--- src/rtl/cmd_proc.sv ---
// cmd_proc: command processor for the tour robot.
//   Takes one 16-bit command at a time ([15:12] opcode, [11:4] heading, [3:0] squares).
//   It starts gyro calibration, turns to a heading, and ramps forward speed up and down
//   across 2*squares board lines. It also fires the tour-solve and fanfare pulses.
// Ports:
//   i_clk, i_rst              clock, synchronous active-high reset
//   i_cmd, i_cmd_rdy          command word and its level-valid flag
//   o_clr_cmd_rdy             pulse: command taken
//   o_send_resp               pulse: command complete
//   o_strt_cal, i_cal_done    calibration handshake
//   i_heading, i_heading_rdy  gyro heading (signed) and sample strobe
//   i_lftIR, i_rghtIR         side-rail guard sensors (heading nudge)
//   i_cntrIR                  center line sensor
//   o_frwrd, o_error          forward speed and heading error to the PID
//   o_moving                  high while turning or ramping
//   o_tour_go, o_fanfare_go   pulses: start tour solve, play fanfare
module cmd_proc #(
  parameter int FAST_SIM = 0
) (
  input  logic        i_clk,
  input  logic        i_rst,
  input  logic [15:0] i_cmd,
  input  logic        i_cmd_rdy,
  input  logic        i_cal_done,
  input  logic [11:0] i_heading,
  input  logic        i_heading_rdy,
  input  logic        i_lftIR,
  input  logic        i_rghtIR,
  input  logic        i_cntrIR,
  output logic        o_clr_cmd_rdy,
  output logic        o_send_resp,
  output logic        o_strt_cal,
  output logic [9:0]  o_frwrd,
  output logic [11:0] o_error,
  output logic        o_moving,
  output logic        o_tour_go,
  output logic        o_fanfare_go
);

  localparam logic [11:0] NUDGE     = (FAST_SIM != 0) ? 12'h1FF : 12'h05F;
  localparam logic [9:0]  INC       = (FAST_SIM != 0) ? 10'd32  : 10'd1;
  localparam logic [9:0]  DEC       = INC << 1;
  localparam logic [9:0]  FRWRD_MAX = 10'h2A0;
  localparam logic [11:0] TURN_TOL  = 12'h02C;

  typedef enum logic [2:0] {S_IDLE, S_CAL, S_TURN, S_RAMP_UP, S_RAMP_DOWN} state_t;

  state_t      r_state, w_nxt;
  logic [3:0]  r_op;
  logic [11:0] r_desired;
  logic [3:0]  r_squares;
  logic        r_fanfare;
  logic [9:0]  r_frwrd;
  logic [4:0]  r_line_cnt;
  logic        r_cntr_q;

  logic        w_accept;
  logic        w_turn_cmd;
  logic        w_moving;
  logic        w_done;
  logic        w_line_rise;
  logic [11:0] w_nudge;
  logic [11:0] w_error;
  logic [11:0] w_err_abs;
  logic [10:0] w_up_sum;

  assign w_accept    = (r_state == S_IDLE) && i_cmd_rdy;
  assign w_turn_cmd  = (i_cmd[15:12] == 4'b0010) || (i_cmd[15:12] == 4'b0011);
  assign w_moving    = (r_state == S_TURN) || (r_state == S_RAMP_UP) || (r_state == S_RAMP_DOWN);
  assign w_done      = (r_state == S_RAMP_DOWN) && (r_frwrd == 10'd0);
  assign w_line_rise = i_cntrIR && !r_cntr_q;

  // Left rail wins when both guards see the rail.
  always_comb begin
    w_nudge = 12'h000;
    if (w_moving) begin
      if (i_lftIR)       w_nudge = NUDGE;
      else if (i_rghtIR) w_nudge = 12'h000 - NUDGE;
    end
  end

  assign w_error   = i_heading - r_desired + w_nudge;
  // 12'h800 has no positive twin; it stays 12'h800, which is still out of tolerance.
  assign w_err_abs = w_error[11] ? (12'h000 - w_error) : w_error;
  assign w_up_sum  = {1'b0, r_frwrd} + {1'b0, INC};

  // State register
  always_ff @(posedge i_clk) begin
    if (i_rst) r_state <= S_IDLE;
    else       r_state <= w_nxt;
  end

  // Next-state logic
  always_comb begin
    w_nxt = r_state;
    case (r_state)
      S_IDLE: begin
        if (i_cmd_rdy) begin
          if (i_cmd[15:12] == 4'b0000) w_nxt = S_CAL;
          else if (w_turn_cmd)         w_nxt = S_TURN;
        end
      end
      S_CAL:       if (i_cal_done) w_nxt = S_IDLE;
      S_TURN:      if (w_err_abs < TURN_TOL) w_nxt = S_RAMP_UP;
      S_RAMP_UP:   if (r_line_cnt == {r_squares, 1'b0}) w_nxt = S_RAMP_DOWN;
      S_RAMP_DOWN: if (r_frwrd == 10'd0) w_nxt = S_IDLE;
      default:     w_nxt = S_IDLE;
    endcase
  end

  // Output logic. Pulses are held off during the reset cycle so nothing fires while rst is high.
  always_comb begin
    o_clr_cmd_rdy = 1'b0;
    o_strt_cal    = 1'b0;
    o_tour_go     = 1'b0;
    o_send_resp   = 1'b0;
    o_fanfare_go  = 1'b0;
    if (!i_rst) begin
      case (r_state)
        S_IDLE: begin
          o_clr_cmd_rdy = i_cmd_rdy;
          o_strt_cal    = i_cmd_rdy && (i_cmd[15:12] == 4'b0000);
          o_tour_go     = i_cmd_rdy && (i_cmd[15:12] == 4'b0100);
        end
        S_CAL:       o_send_resp = i_cal_done;
        S_RAMP_DOWN: begin
          o_send_resp  = w_done;
          o_fanfare_go = w_done && r_fanfare && (r_op == 4'b0011);
        end
        default: ;
      endcase
    end
  end

  assign o_moving = w_moving;
  assign o_frwrd  = r_frwrd;
  assign o_error  = w_error;

  // Command capture, line counting and speed ramp
  always_ff @(posedge i_clk) begin
    if (i_rst) begin
      r_op       <= 4'h0;
      r_desired  <= 12'h000;
      r_squares  <= 4'h0;
      r_fanfare  <= 1'b0;
      r_frwrd    <= 10'd0;
      r_line_cnt <= 5'd0;
      r_cntr_q   <= 1'b0;
    end else begin
      r_cntr_q <= i_cntrIR;

      if (w_accept) begin
        r_op      <= i_cmd[15:12];
        r_desired <= (i_cmd[11:4] == 8'h00) ? 12'h000 : {i_cmd[11:4], 4'hF};
        r_squares <= i_cmd[3:0];
      end

      // A new turn command restarts the line count; this takes priority over an edge.
      if (w_accept && w_turn_cmd) begin
        r_fanfare  <= (i_cmd[15:12] == 4'b0011);
        r_line_cnt <= 5'd0;
      end else if (w_line_rise && (r_line_cnt != 5'd31)) begin
        r_line_cnt <= r_line_cnt + 5'd1;
      end

      // Ramp rule is chosen by the current state, even on a transition cycle.
      case (r_state)
        S_TURN: r_frwrd <= 10'd0;
        S_RAMP_UP: begin
          if (i_heading_rdy)
            r_frwrd <= (w_up_sum >= {1'b0, FRWRD_MAX}) ? FRWRD_MAX : w_up_sum[9:0];
        end
        S_RAMP_DOWN: begin
          if (i_heading_rdy)
            r_frwrd <= (r_frwrd > DEC) ? (r_frwrd - DEC) : 10'd0;
        end
        default: ;
      endcase
    end
  end

endmodule

--- config.mk ---
export PLATFORM = sky130hd
export DESIGN_NAME = cmd_proc
export DESIGN_NICKNAME = d
export VERILOG_FILES = /design/src/rtl/cmd_proc.sv
export SDC_FILE = /design/constraint.sdc
export NUM_CORES = 1
export LEC_CHECK = 0
export BUFFER_PORTS_ARGS = -buffer_cell sky130_fd_sc_hd__buf_2
export CORE_MARGIN = 2
export CORE_UTILIZATION = 50
export DETAILED_ROUTE_END_ITERATION = 10
export PLACE_DENSITY = 0.74
export SKIP_LAST_GASP = 1
export SLEW_MARGIN = 40
export SYNTH_ARGS = -nofsm -noshare
export SYNTH_HDL_FRONTEND = slang
export SYNTH_SLANG_ARGS = --single-unit
export TNS_END_PERCENT = 50
--- constraint.sdc ---
create_clock -name i_clk -period 4.3 [get_ports i_clk]
set_clock_uncertainty 0.2 [all_clocks]
set_input_delay 0.215 -clock i_clk [delete_from_list [all_inputs] [get_ports i_clk]]
set_output_delay 0.215 -clock i_clk [all_outputs]
set_load 0.02 [all_outputs]
# Yosys cells after proc, flatten, opt, wreduce, memory -nomap -nowiden
# Cells that the tools add are included.
[totals] output_inout_bits=28 in_bits=36 regBits=40
[classes] eq_ne=18 order_cmp=3 n_mux=28 reduce_logical=21 n_addsub=6
[op_table] operator="$mux W12" count=5
[op_table] operator="$mux W10" count=4
[op_table] operator="$pmux W10 S3" count=1
[op_table] operator="$mux W3" count=7
[op_table] operator="$pmux W3 S5" count=1
[op_table] operator="$add A12 B12 Y12" count=1
[op_table] operator="$eq A4 B2 Y1 const B" count=3
[op_table] operator="$lt A12 B6 Y1 const B" count=1
[op_table] operator="$sub A1 B12 Y12 const A" count=1
[op_table] operator="$sub A12 B12 Y12" count=1
[op_table] operator="$add A10 B1 Y11 const B" count=1
[op_table] operator="$ge A11 B10 Y1 const B" count=1
[op_table] operator="$gt A10 B2 Y1 const B" count=1
[op_table] operator="$logic_not A10 Y1" count=1
[op_table] operator="$sub A10 B2 Y10 const B" count=1
[op_table] operator="$logic_and A1 B1 Y1" count=9
[op_table] operator="$mux W1" count=9
[op_table] operator="$logic_not A8 Y1" count=1
[op_table] operator="$ne A2 B2 Y1 const B" count=4
[op_table] operator="$eq A3 B2 Y1 const B" count=2
[op_table] operator="$ne A2 B1 Y1 const B" count=3
[op_table] operator="$reduce_and A6 Y1" count=1
[op_table] operator="$add A5 B1 Y5 const B" count=1
[op_table] operator="$eq A5 B5 Y1" count=1
[op_table] operator="13 further kinds" count=15

# Logic depth before layout (Yosys ltp)
# Gate-level depths: netlist of the first run.
[depth] ltp_word=10 depth_mapped=17

# Least setup slack after synthesis of the first run
# Ideal clock, no wire load.
[synth_timing] path_kind="reg2reg" start="register r_state[1]" end="register r_state[0]" setup_time_ns=0.092 required_time_ns=4.008 arrival_time_ns=3.905 setup_slack_ns=0.102 path_buffers=1 path_stages_with_launch=16 path_cell_list="dfxtp_1 -> buf_2 -> nor3b_1 -> or2_1 -> nand3b_1 -> fa_1 -> inv_1 -> ha_1 -> a21oi_1 -> o21ai_0 -> a211oi_1 -> a21oi_1 -> xnor2_1 -> and3_1 -> mux2i_1 -> o32ai_1"
[synth_via] elab_chain_len=10
[synth_rtl] item="from (decl)" line_no="48" rtl="state_t r_state, w_nxt;"
[synth_rtl] item="from (signal assigned)" line_no="90" rtl="else r_state <= w_nxt;"
[synth_rtl] item="$eq A3 B2 Y1" line_no="69" rtl="assign w_moving = (r_state == S_TURN) || (r_state == S_RAMP_UP) || (r_state == S_RAMP_DOWN);"
[synth_rtl] item="$logic_or A1 B1 Y1" line_no="69"
[synth_rtl] item="$logic_or A1 B1 Y1 (*)" line_no="69"
[synth_rtl] item="via o_moving" line_no="35" rtl="output logic o_moving,"
[synth_rtl] item="$mux W12 (*)" line_no="76" rtl="if (w_moving) begin"
[synth_rtl] item="$add A12 B12 Y12 (*)" line_no="82" rtl="assign w_error = i_heading - r_desired + w_nudge;"
[synth_rtl] item="via o_error[11]" line_no="34" rtl="output logic [11:0] o_error,"
[synth_rtl] item="$sub A1 B12 Y12" line_no="84" rtl="assign w_err_abs = w_error[11] ? (12'h000 - w_error) : w_error;"
[synth_rtl] item="$mux W12 (*)" line_no="84"
[synth_rtl] item="$lt A12 B6 Y1 (*)" line_no="104" rtl="S_TURN: if (w_err_abs < TURN_TOL) w_nxt = S_RAMP_UP;"
[synth_rtl] item="$ne A2 B1 Y1 (no source line) (*)"
[synth_rtl] item="$reduce_and A6 Y1 (no source line) (*)"
# Mark *: on every way through the listed nets, which the timed path passes. The rest lies on a longest branch.
# A chain may end at the register's enable or synchronous reset.

# Worst setup path after layout of the first run
[layout_timing] start="register r_state[2]" end="output o_error[10]"
[layout_via] elab_chain_len=5
[layout_rtl] item="$eq A3 B2 Y1" line_no="69"
[layout_rtl] item="$logic_or A1 B1 Y1" line_no="69"
[layout_rtl] item="$logic_or A1 B1 Y1 (*)" line_no="69"
[layout_rtl] item="$mux W12 (*)" line_no="76"
[layout_rtl] item="$add A12 B12 Y12 (*)" line_no="82"
[layout_rtl] item="to (decl)" line_no="34"
# Mark *: on every way between the ends. The rest lies on a longest branch, timed or not.

==> impl_metrics.toml, run 1 <==
[run_status]
status = "complete, no violations"

[floorplan]
floorplan.core_area_mm2 = 0.00589
floorplan.io_pins = 64
floorplan.die.height_um = 82.0
floorplan.initialDensity_pct = 51.6
design.die.area_mm2 = 0.00672
placement_rows = 28
floorplan.die.width_um = 82.0

[synthesis]
post-synth-top-count-cell = "sky130_fd_sc_hd__nand2_1"
post-synth-top-area-cell = "sky130_fd_sc_hd__dfxtp_1"
synth_ff_type = "sky130_fd_sc_hd__dfxtp_1"
mappedNetlistArea_mm2 = 0.00304
synth.top_cells.by_area = "sky130_fd_sc_hd__dfxtp_1 (24%), sky130_fd_sc_hd__ha_1 (7.8%), sky130_fd_sc_hd__fa_1 (7.2%)"
yosys-top-cells-count = "sky130_fd_sc_hd__nand2_1 (52), sky130_fd_sc_hd__inv_1 (41), sky130_fd_sc_hd__nor2_1 (40), sky130_fd_sc_hd__dfxtp_1 (37), sky130_fd_sc_hd__a21oi_1 (36)"
post_syn_instances = 399
synth_edf_count = 0
yosysWarnings = 0
synth_top_area_share_pct = 24.4
synthArstFlopShare_pct = 0
synth_area_per_cell_um2 = 7.62
yosys_register_bits = 37
count_of_cell_types_in_the_netlist = 56
synth_fp_nets = 465
seq_area_frac_synth_pct = 24.4

[drt]
drt_wl_total_mm = 7.08
drtIter0Drc = 123
vias_per_cell = 5.34
drtPass1Iterations = 4
ant_nets = 0
drc_errors = 0
vias = 2948
wl_per_cell_um = 12.8

[global_route]
grt_first_pass_wirelength_mm = 12.0
overflow = 0
grt_start_max_net_pins = 39
via_count_of_the_first_global_routing_pass = 2657
grt_util_all_layers_pct = 22.6
number_of_antenna_violations_at_the_first_check_in_global_routing = 0

[cts]
tritoncts = "yes"
cts_max_path_bufs = 2
clk_pin_slew_ns = 0.08
cts_htree_levels = 2
cts-root-buf = "sky130_fd_sc_hd__clkbuf_8"
clkLatencyLatePin_ns = 0.30
clock_sinks = 37
cts_buffers = 5

[sta]
final_critical_path_time_including_i_o_delays_and_setup_ns = 4.08
finalHoldViolations = 0
worst_pin_slew_ns = 0.696
achievable-frequency_mhz = 245
grt_setup_unrepaired = "yes"
setup_viol = 0
post-route-period-util_pct = 94.8
slew_violations = 0
final_critical_path_setup_slack_ns = 0.222
fin_hold_ws_ns = 0.206
timing.slew.headroom_pct = 53.5

[setup_path]
worstSetupPathType = "reg2out"
critical_path.endpoint_type = "output pin"
crit_required_ns = 3.88
startpoint_type = "flip-flop"
critical_path_arrival_ns = 3.66
crit_path_max_fanout = 6

[pwr]
swShare_pct = 42.5
worst_ir_drop_vdd_uv = 219
comb_power_share_pct = 50.9
total_power_mw = 1.31
power.clock.fraction_pct = 19.8
total_switching_power_mw = 0.559
power.static_leakage_nw = 1.69
cellInternalPower_mw = 0.755
cellPowerDensity_mw_per_mm2 = 356
seq_power_share_pct = 29.3

[cells_and_area]
drive_gt1_share_pct = 18.0
postLayoutCoreUtil_pct = 62.7
layout.filler_cells = 560
seq_area_um2 = 742
nNetsFinal = 542
diodes = 0
syn2layout_area_growth_pct = 21.4
multi_input_comb_area_mm2 = 0.00207

[place]
port-buffer-count = 63
dp_hpwl_mm = 5.35
worst_setup_slack_post_dpl_ns = 0.241
gp_routability_congestion = 0.881

[worst_hold_path]
worst_hold_path_type = "in2reg"

[run]
maxCapViolCount = 0
[logic make-up after synthesis]
kind of cell,synth area share [%]
buffers and inverters,7.66
multiplexers,1.98
XOR/XNOR,6.34
adder cells (fa/ha/maj),15.1
AO/OA/AOI/OAI,19.8
flip-flops,24.4
AND/OR/NAND/NOR,24.7
[layout make-up]
type                       instances  share of cell area [%]
clock inverter                     2                   0.373
clock buffer                       6                    2.24
sequential                        37                    20.1
timing repair buffer              87                    14.5
tap                               75                    2.54
multi-input combinational        304                    56.1
inverter                          41                    4.17
[power by group through the flow]
stage / clock network [mW] / logic [mW] / registers (mW)
6_report: 0.260 / 0.669 / 0.385
5_1_grt: 0.284 / 0.747 / 0.389
4_1_cts: 0.269 / 0.670 / 0.385
3_5_place_dp: 0 / 0.655 / 0.393
3_3_place_gp: 0 / 0.646 / 0.392
2_1_floorplan: 0 / 0.492 / 0.386
[cell usage in the layout, fill, tap and decap left out, types with 4 or more instances in the layout]
cell	Yosys	final
sky130_fd_sc_hd__nor3b_1	4	4
sky130_fd_sc_hd__o21ai_1	7	7
sky130_fd_sc_hd__a21oi_1	36	36
sky130_fd_sc_hd__xor2_1	9	9
sky130_fd_sc_hd__a31oi_1	5	5
sky130_fd_sc_hd__nor3_1	8	8
sky130_fd_sc_hd__and3_1	6	6
sky130_fd_sc_hd__dfxtp_1	37	36
sky130_fd_sc_hd__xnor2_1	13	13
sky130_fd_sc_hd__inv_1	41	41
sky130_fd_sc_hd__o21a_1	4	4
sky130_fd_sc_hd__nor2_1	40	40
sky130_fd_sc_hd__nor4_1	7	7
sky130_fd_sc_hd__a22oi_1	5	5
sky130_fd_sc_hd__dlygate4sd3_1	0	17
sky130_fd_sc_hd__fa_1	11	11
sky130_fd_sc_hd__buf_2	3	64
sky130_fd_sc_hd__o21ai_0	8	8
sky130_fd_sc_hd__mux2i_1	6	6
sky130_fd_sc_hd__nand3_1	7	7
sky130_fd_sc_hd__ha_1	19	19
sky130_fd_sc_hd__buf_4	1	6
sky130_fd_sc_hd__nand2b_1	4	4
sky130_fd_sc_hd__clkbuf_8	0	6
sky130_fd_sc_hd__nand2_1	52	51
[per-layer routing]
metal | global-route usage [%] | share of wire (%) | vias up | wire (um)
met5 | 0 | 0 | - | 0
met4 | 6.00 | 0.72 | 0 | 51
met3 | 3.74 | 3.8 | 6 | 269
met2 | 36.7 | 48 | 55 | 3390
met1 | 31.1 | 48 | 1354 | 3370
li1 | - | - | 1533 | -
[critical path: stages, from the launching register on]
cell and delay [ns]:
sky130_fd_sc_hd__dfxtp_1 0.41, sky130_fd_sc_hd__nor3b_1 0.25, sky130_fd_sc_hd__or2_1 0.21, sky130_fd_sc_hd__nand2_2 0.14, sky130_fd_sc_hd__fa_1 0.50, sky130_fd_sc_hd__inv_1 0.04, sky130_fd_sc_hd__ha_1 0.35, sky130_fd_sc_hd__a21o_1 0.23
sky130_fd_sc_hd__or3_1 0.33, sky130_fd_sc_hd__o21ai_1 0.22, sky130_fd_sc_hd__o21ai_1 0.10, sky130_fd_sc_hd__a21oi_1 0.17, sky130_fd_sc_hd__xnor2_1 0.19, sky130_fd_sc_hd__buf_2 0.22
[sequential cells by signal (all words and copies together), names as in the netlist]
name / cells
o_frwrd: 10
r_squares: 4
r_fanfare: 1
r_state: 3
r_line_cnt: 5
r_cntr_q: 1
r_op: 4
r_desired: 9
[timing repair]
item	in CTS	in global routing
hold endpoints to repair	17	0
gates resized for setup	0	2
setup buffers	0	1
setup endpoints to repair	0	5
hold buffers	17	0
[per-stage QoR]
step           instances  area (um^2)  TNS, ns
2_1_floorplan        399         3040        0
3_3_place_gp         525         3410        0
3_5_place_dp         525         3410        0
4_1_cts              550         3670        0
5_1_grt              552         3690   -0.104
6_report             552         3690        0
[worst paths after layout]
| path | depth (start not counted) | endpoint | start | slack, ns |
|---|---|---|---|---|
| setup reg to reg | 13 | r_state[0] | r_state[2] | 0.38 |
| setup / recovery | 13 | o_error[10] | r_state[2] | 0.22 |
| hold reg to reg | 2 | r_op[2] | r_op[2] | 0.26 |
| hold / removal | 4 | o_frwrd[1] | i_heading_rdy | 0.21 |
(Power assumes the default switching activity.)
==> inputs of run 2 (changes only) <==
Settings changed: RECOVER_POWER set to 100.
==> run 2 against run 1 <==
Compared with the run above:
- sequential share of layout area increased by 0.31 points
- cell area decreased by 1.5%
- setup slack improved by 0.0087 ns
- critical endpoint unchanged
==> impl_metrics.toml, run 2 (synthesized netlist as in run 1, its figures left out) <==
[run_status]
status = "complete, no violations"

[setup_path]
worstSetupPathType = "reg2out"
critical_path_arrival_ns = 3.65
critical_path.endpoint_type = "output pin"
crit_required_ns = 3.88
crit_path_max_fanout = 6
startpoint_type = "flip-flop"

[floorplan]
floorplan.initialDensity_pct = 51.6
design.die.area_mm2 = 0.00672
floorplan.die.width_um = 82.0
floorplan.io_pins = 64
floorplan.die.height_um = 82.0
placement_rows = 28
floorplan.core_area_mm2 = 0.00589

[run]
maxCapViolCount = 0

[cts]
cts_htree_levels = 2
tritoncts = "yes"
cts_buffers = 5
clk_pin_slew_ns = 0.08
cts_max_path_bufs = 2
clkLatencyLatePin_ns = 0.30
clock_sinks = 37
cts-root-buf = "sky130_fd_sc_hd__clkbuf_8"

[sta]
grt_setup_unrepaired = "yes"
final_critical_path_setup_slack_ns = 0.230
fin_hold_ws_ns = 0.205
post-route-period-util_pct = 94.6
final_critical_path_time_including_i_o_delays_and_setup_ns = 4.07
worst_pin_slew_ns = 0.750
finalHoldViolations = 0
achievable-frequency_mhz = 246
slew_violations = 0
setup_viol = 0
timing.slew.headroom_pct = 50.0

[cells_and_area]
diodes = 0
postLayoutCoreUtil_pct = 61.7
final_cell_mix = "sky130_fd_sc_hd__nand2_1 (51), sky130_fd_sc_hd__buf_2 (42), sky130_fd_sc_hd__inv_1 (41), sky130_fd_sc_hd__nor2_1 (40)"
syn2layout_area_growth_pct = 19.6
drive_gt1_share_pct = 12.8
most_common_cell_after_layout_fill_and_taps_aside = "sky130_fd_sc_hd__nand2_1"
largest_register_ff_count = 10
nNetsFinal = 542

[drt]
drc_errors = 0
drtIter0Drc = 134
drt_wl_total_mm = 7.08
drtPass1Iterations = 4
wl_per_cell_um = 12.8
vias_per_cell = 5.34
vias = 2948
ant_nets = 0

[global_route]
number_of_antenna_violations_at_the_first_check_in_global_routing = 0
grt_first_pass_wirelength_mm = 12.0
overflow = 0
grt_start_max_net_pins = 39
grt_util_all_layers_pct = 22.6
via_count_of_the_first_global_routing_pass = 2657

[worst_hold_path]
worst_hold_path_type = "in2reg"

[place]
gp_routability_congestion = 0.881
port-buffer-count = 63
worst_setup_slack_post_dpl_ns = 0.241
dp_hpwl_mm = 5.35

[pwr]
power.static_leakage_nw = 1.61
cellPowerDensity_mw_per_mm2 = 358
total_power_mw = 1.30
worst_ir_drop_vdd_uv = 215
==> run 2: cell type report <==
class                      count  area [um^2]
clock inverter                 2         13.8
multi-input combinational    304         2040
inverter                      41          154
timing repair buffer          87          505
fill                         573         2250
clock buffer                   6         82.6
sequential                    37          742
tap                           75         93.8
==> run 2: critical path, stage by stage, from the launching register on <==
cell,delay [ns]
sky130_fd_sc_hd__dfxtp_1,0.40
sky130_fd_sc_hd__nor3b_1,0.25
sky130_fd_sc_hd__or2_1,0.20
sky130_fd_sc_hd__nand2_2,0.14
sky130_fd_sc_hd__fa_1,0.50
sky130_fd_sc_hd__inv_1,0.04
sky130_fd_sc_hd__ha_1,0.36
sky130_fd_sc_hd__a21o_1,0.23
sky130_fd_sc_hd__or3_1,0.33
sky130_fd_sc_hd__o21ai_1,0.22
sky130_fd_sc_hd__o21ai_1,0.10
sky130_fd_sc_hd__a21oi_1,0.17
sky130_fd_sc_hd__xnor2_1,0.19
sky130_fd_sc_hd__buf_2,0.22
==> run 2: worst paths after layout <==
check	startpoint	end	slack, ns	cells after the start
worst max-delay path	r_state[2]	o_error[10]	0.23	13
worst max register to register	r_state[2]	r_state[0]	0.40	13
worst min-delay path	i_heading_rdy	o_frwrd[1]	0.21	4
worst min register to register	r_op[2]	r_op[2]	0.26	2
==> run 2: metal layers <==
metal	global-route usage, %	up-vias	wire length (um)
met1	31.1	1344	3380
met4	6.00	0	51
met2	36.7	64	3360
met3	3.74	6	289
li1	-	1534	-
met5	0	-	0
==> run 2: power breakdown <==
group	switching, mW	leakage (nW)	internal [mW]
Clock	0.129	0.0512	0.130
Combinational	0.406	1.25	0.251
Sequential	0.0227	0.302	0.362
Total	0.558	1.61	0.743
==> run 2: what timing repair did <==
item | CTS | global route
hold endpoints to repair | 17 | 0
gates resized for setup | 0 | 2
hold buffers | 17 | 0
buffers inserted | 0 | 1
endpoints found under the setup margin | 0 | 5
==> run 2: stage by stage <==
| stage | area, um^2 | setup TNS (ns) | std cells |
|---|---|---|---|
| after floorplan | 3040 | 0 | 399 |
| after global placement | 3410 | 0 | 525 |
| after detailed placement | 3410 | 0 | 525 |
| after CTS | 3670 | 0 | 550 |
| after global routing | 3630 | -0.104 | 552 |
| final | 3630 | 0 | 552 |
==> inputs of run 3 (changes only) <==
Settings changed: BUFFER_PORTS_ARGS -buffer_cell sky130_fd_sc_hd__buf_2 to -buffer_cell sky130_fd_sc_hd__buf_4.
==> run 3 against run 2 <==
Compared with the run above:
- sequential power about the same
- combinational power up 9.4%
- via count is 0.51% higher
- register-to-register slack worse by 0.06 ns
- critical endpoint unchanged
- largest power group unchanged
==> impl_metrics.toml, run 3 (synthesized netlist as in run 1, its figures left out) <==
[run_status]
status = "complete, no violations"

[setup_path]
crit_chain = "nor3b_2 > or2_1 > nand2_2 > fa_1 > inv_1 > ha_1 > a21o_1 > or3_1 > o21ai_1 > o21ai_1 > a21oi_1 > xnor2_1 > buf_4"
worstSetupPathType = "reg2out"
timing.reg2reg.worst_path_depth = 13
timing.reg2reg.setup_slack_ns = 0.34
critical_path.endpoint_type = "output pin"
crit_required_ns = 3.88
end_of_the_worst_register_to_register_path = "r_state[0]"
crit_path_max_incr_delay_ns = 0.50
critical_path.slowest_cell = "sky130_fd_sc_hd__fa_1"
critical_path_arrival_ns = 3.71
crit-reg2reg-launch = "r_state[2]"
startpoint_type = "flip-flop"
crit_path_max_fanout = 12
critPathMostFrequentCell = "sky130_fd_sc_hd__o21ai_1"

[place]
port-buffer-count = 63
place_area_mm2 = 0.00356
gp_routability_congestion = 0.964
dp_hpwl_mm = 5.52

[global_route]
grt_util_all_layers_pct = 23.6
grt_first_pass_wirelength_mm = 12.5
overflow = 0
number_of_antenna_violations_at_the_first_check_in_global_routing = 0
via_count_of_the_first_global_routing_pass = 2781
grt_start_max_net_pins = 39

[cells_and_area]
nNetsFinal = 538
largest_register_ff_count = 10
finish.instance_area_mm2 = 0.00372
layout.filler_cells = 540
multi_input_comb_area_mm2 = 0.00204
most_common_cell_after_layout_fill_and_taps_aside = "sky130_fd_sc_hd__nand2_1"
drive_gt1_share_pct = 13.6
syn2layout_area_growth_pct = 22.4
diodes = 0
final_cell_mix = "sky130_fd_sc_hd__nand2_1 (51), sky130_fd_sc_hd__buf_4 (50), sky130_fd_sc_hd__inv_1 (41), sky130_fd_sc_hd__nor2_1 (40), sky130_fd_sc_hd__a21oi_1 (36)"
seq_area_um2 = 743

[cts]
clock_sinks = 37
cts_htree_levels = 2
cts_max_path_bufs = 2
tritoncts = "yes"
clkLatencyLatePin_ns = 0.29
cts-root-buf = "sky130_fd_sc_hd__clkbuf_8"
cts_buffers = 5
clk_pin_slew_ns = 0.08

[drt]
drc_errors = 0
drtPass1Iterations = 4
drtIter0Drc = 173
vias_per_cell = 5.42
wl_per_cell_um = 13.6
ant_nets = 0
vias = 2963
drt_wl_total_mm = 7.46

[worst_hold_path]
min_delay_worst_endpoint = "r_desired[5]"
number_of_cells_on_the_worst_hold_path = 3
min-delay-start = "i_cmd[5]"
worst_hold_path_type = "in2reg"

[floorplan]
floorplan.io_pins = 64
placement_rows = 28
design.die.area_mm2 = 0.00672
floorplan.core_area_mm2 = 0.00589
floorplan.die.width_um = 82.0
floorplan.initialDensity_pct = 51.6
floorplan.die.height_um = 82.0

[sta]
final_critical_path_time_including_i_o_delays_and_setup_ns = 4.12
slew_violations = 0
finalHoldViolations = 0
achievable-frequency_mhz = 243
timing.slew.headroom_pct = 48.5
post-route-period-util_pct = 95.8
fin_hold_ws_ns = 0.00490
worst_pin_slew_ns = 0.772
setup_viol = 0

[pwr]
total_switching_power_mw = 0.562
cellInternalPower_mw = 0.780
worst_ir_drop_vdd_uv = 236
cellPowerDensity_mw_per_mm2 = 361
seq_power_share_pct = 28.7
swShare_pct = 41.9
power.static_leakage_nw = 1.64
total_power_mw = 1.34
power.clock.fraction_pct = 17.7
comb_power_share_pct = 53.5

[run]
maxCapViolCount = 0
run 3: final cells by class:
cell class                      count  share of cell area, %
Sequential cell                    37                   20.0
Inverter                           41                   4.14
Multi-Input combinational cell    304                   54.9
Timing Repair Buffer               83                   16.2
Clock inverter                      1                  0.236
Clock buffer                        6                   1.95
Tap cell                           75                   2.52
run 3: worst max-delay path: cells and delay by family (launching register included):
| family | cells | cell delay [ns] |
|---|---|---|
| AND/OR/NAND/NOR | 4 | 0.93 |
| AO/OA/AOI/OAI | 4 | 0.71 |
| adder cells (fa/ha/maj) | 2 | 0.85 |
| flip-flops | 1 | 0.45 |
| XOR/XNOR | 1 | 0.20 |
| buffers and inverters | 2 | 0.25 |
run 3: worst max-delay path by stage:
stage | startpoint | to | cells after the start
finish | r_state[2] | o_error[10] | 13
global route | r_state[2] | o_error[10] | 13
floorplan | r_state[1] | r_state[0] | 15
global placement | r_state[2] | r_state[0] | 14
detailed placement | r_state[1] | r_state[0] | 13
CTS | r_state[1] | o_error[10] | 13
run 3: power groups by stage:
stage	Clock, mW	Combinational, mW	Sequential [mW]
6_report	0.238	0.719	0.386
5_1_grt	0.263	0.792	0.390
4_1_cts	0.246	0.723	0.385
3_5_place_dp	0	0.707	0.393
3_3_place_gp	0	0.701	0.392
2_1_floorplan	0	0.492	0.386
run 3: repair_timing:
| action | in CTS | in global routing |
|---|---|---|
| buffers inserted | 0 | 0 |
| endpoints found under the setup margin | 1 | 5 |
| hold buffers | 16 | 0 |
| resized for setup | 2 | 3 |
| endpoints found under the hold margin | 16 | 0 |
run 3: per-stage QoR:
step                util (%)  setup TNS (ns)  setup WS [ns]  std cells
CTS                     64.6               0         0.0127        547
global placement        60.4               0          0.365        524
floorplan                  -               0          0.102        399
global route            63.2         -0.0932        -0.0478        547
finish                  63.2               0          0.179        547
detailed placement      60.4               0          0.138        524
run 3: per-layer routing:
metal,vias to the layer above,GRT usage (%),wire length (um)
li1,1522,-,-
met1,1364,31.9,3480
met2,73,40.2,3590
met3,4,3.63,353
met4,0,4.00,31
met5,-,0,0
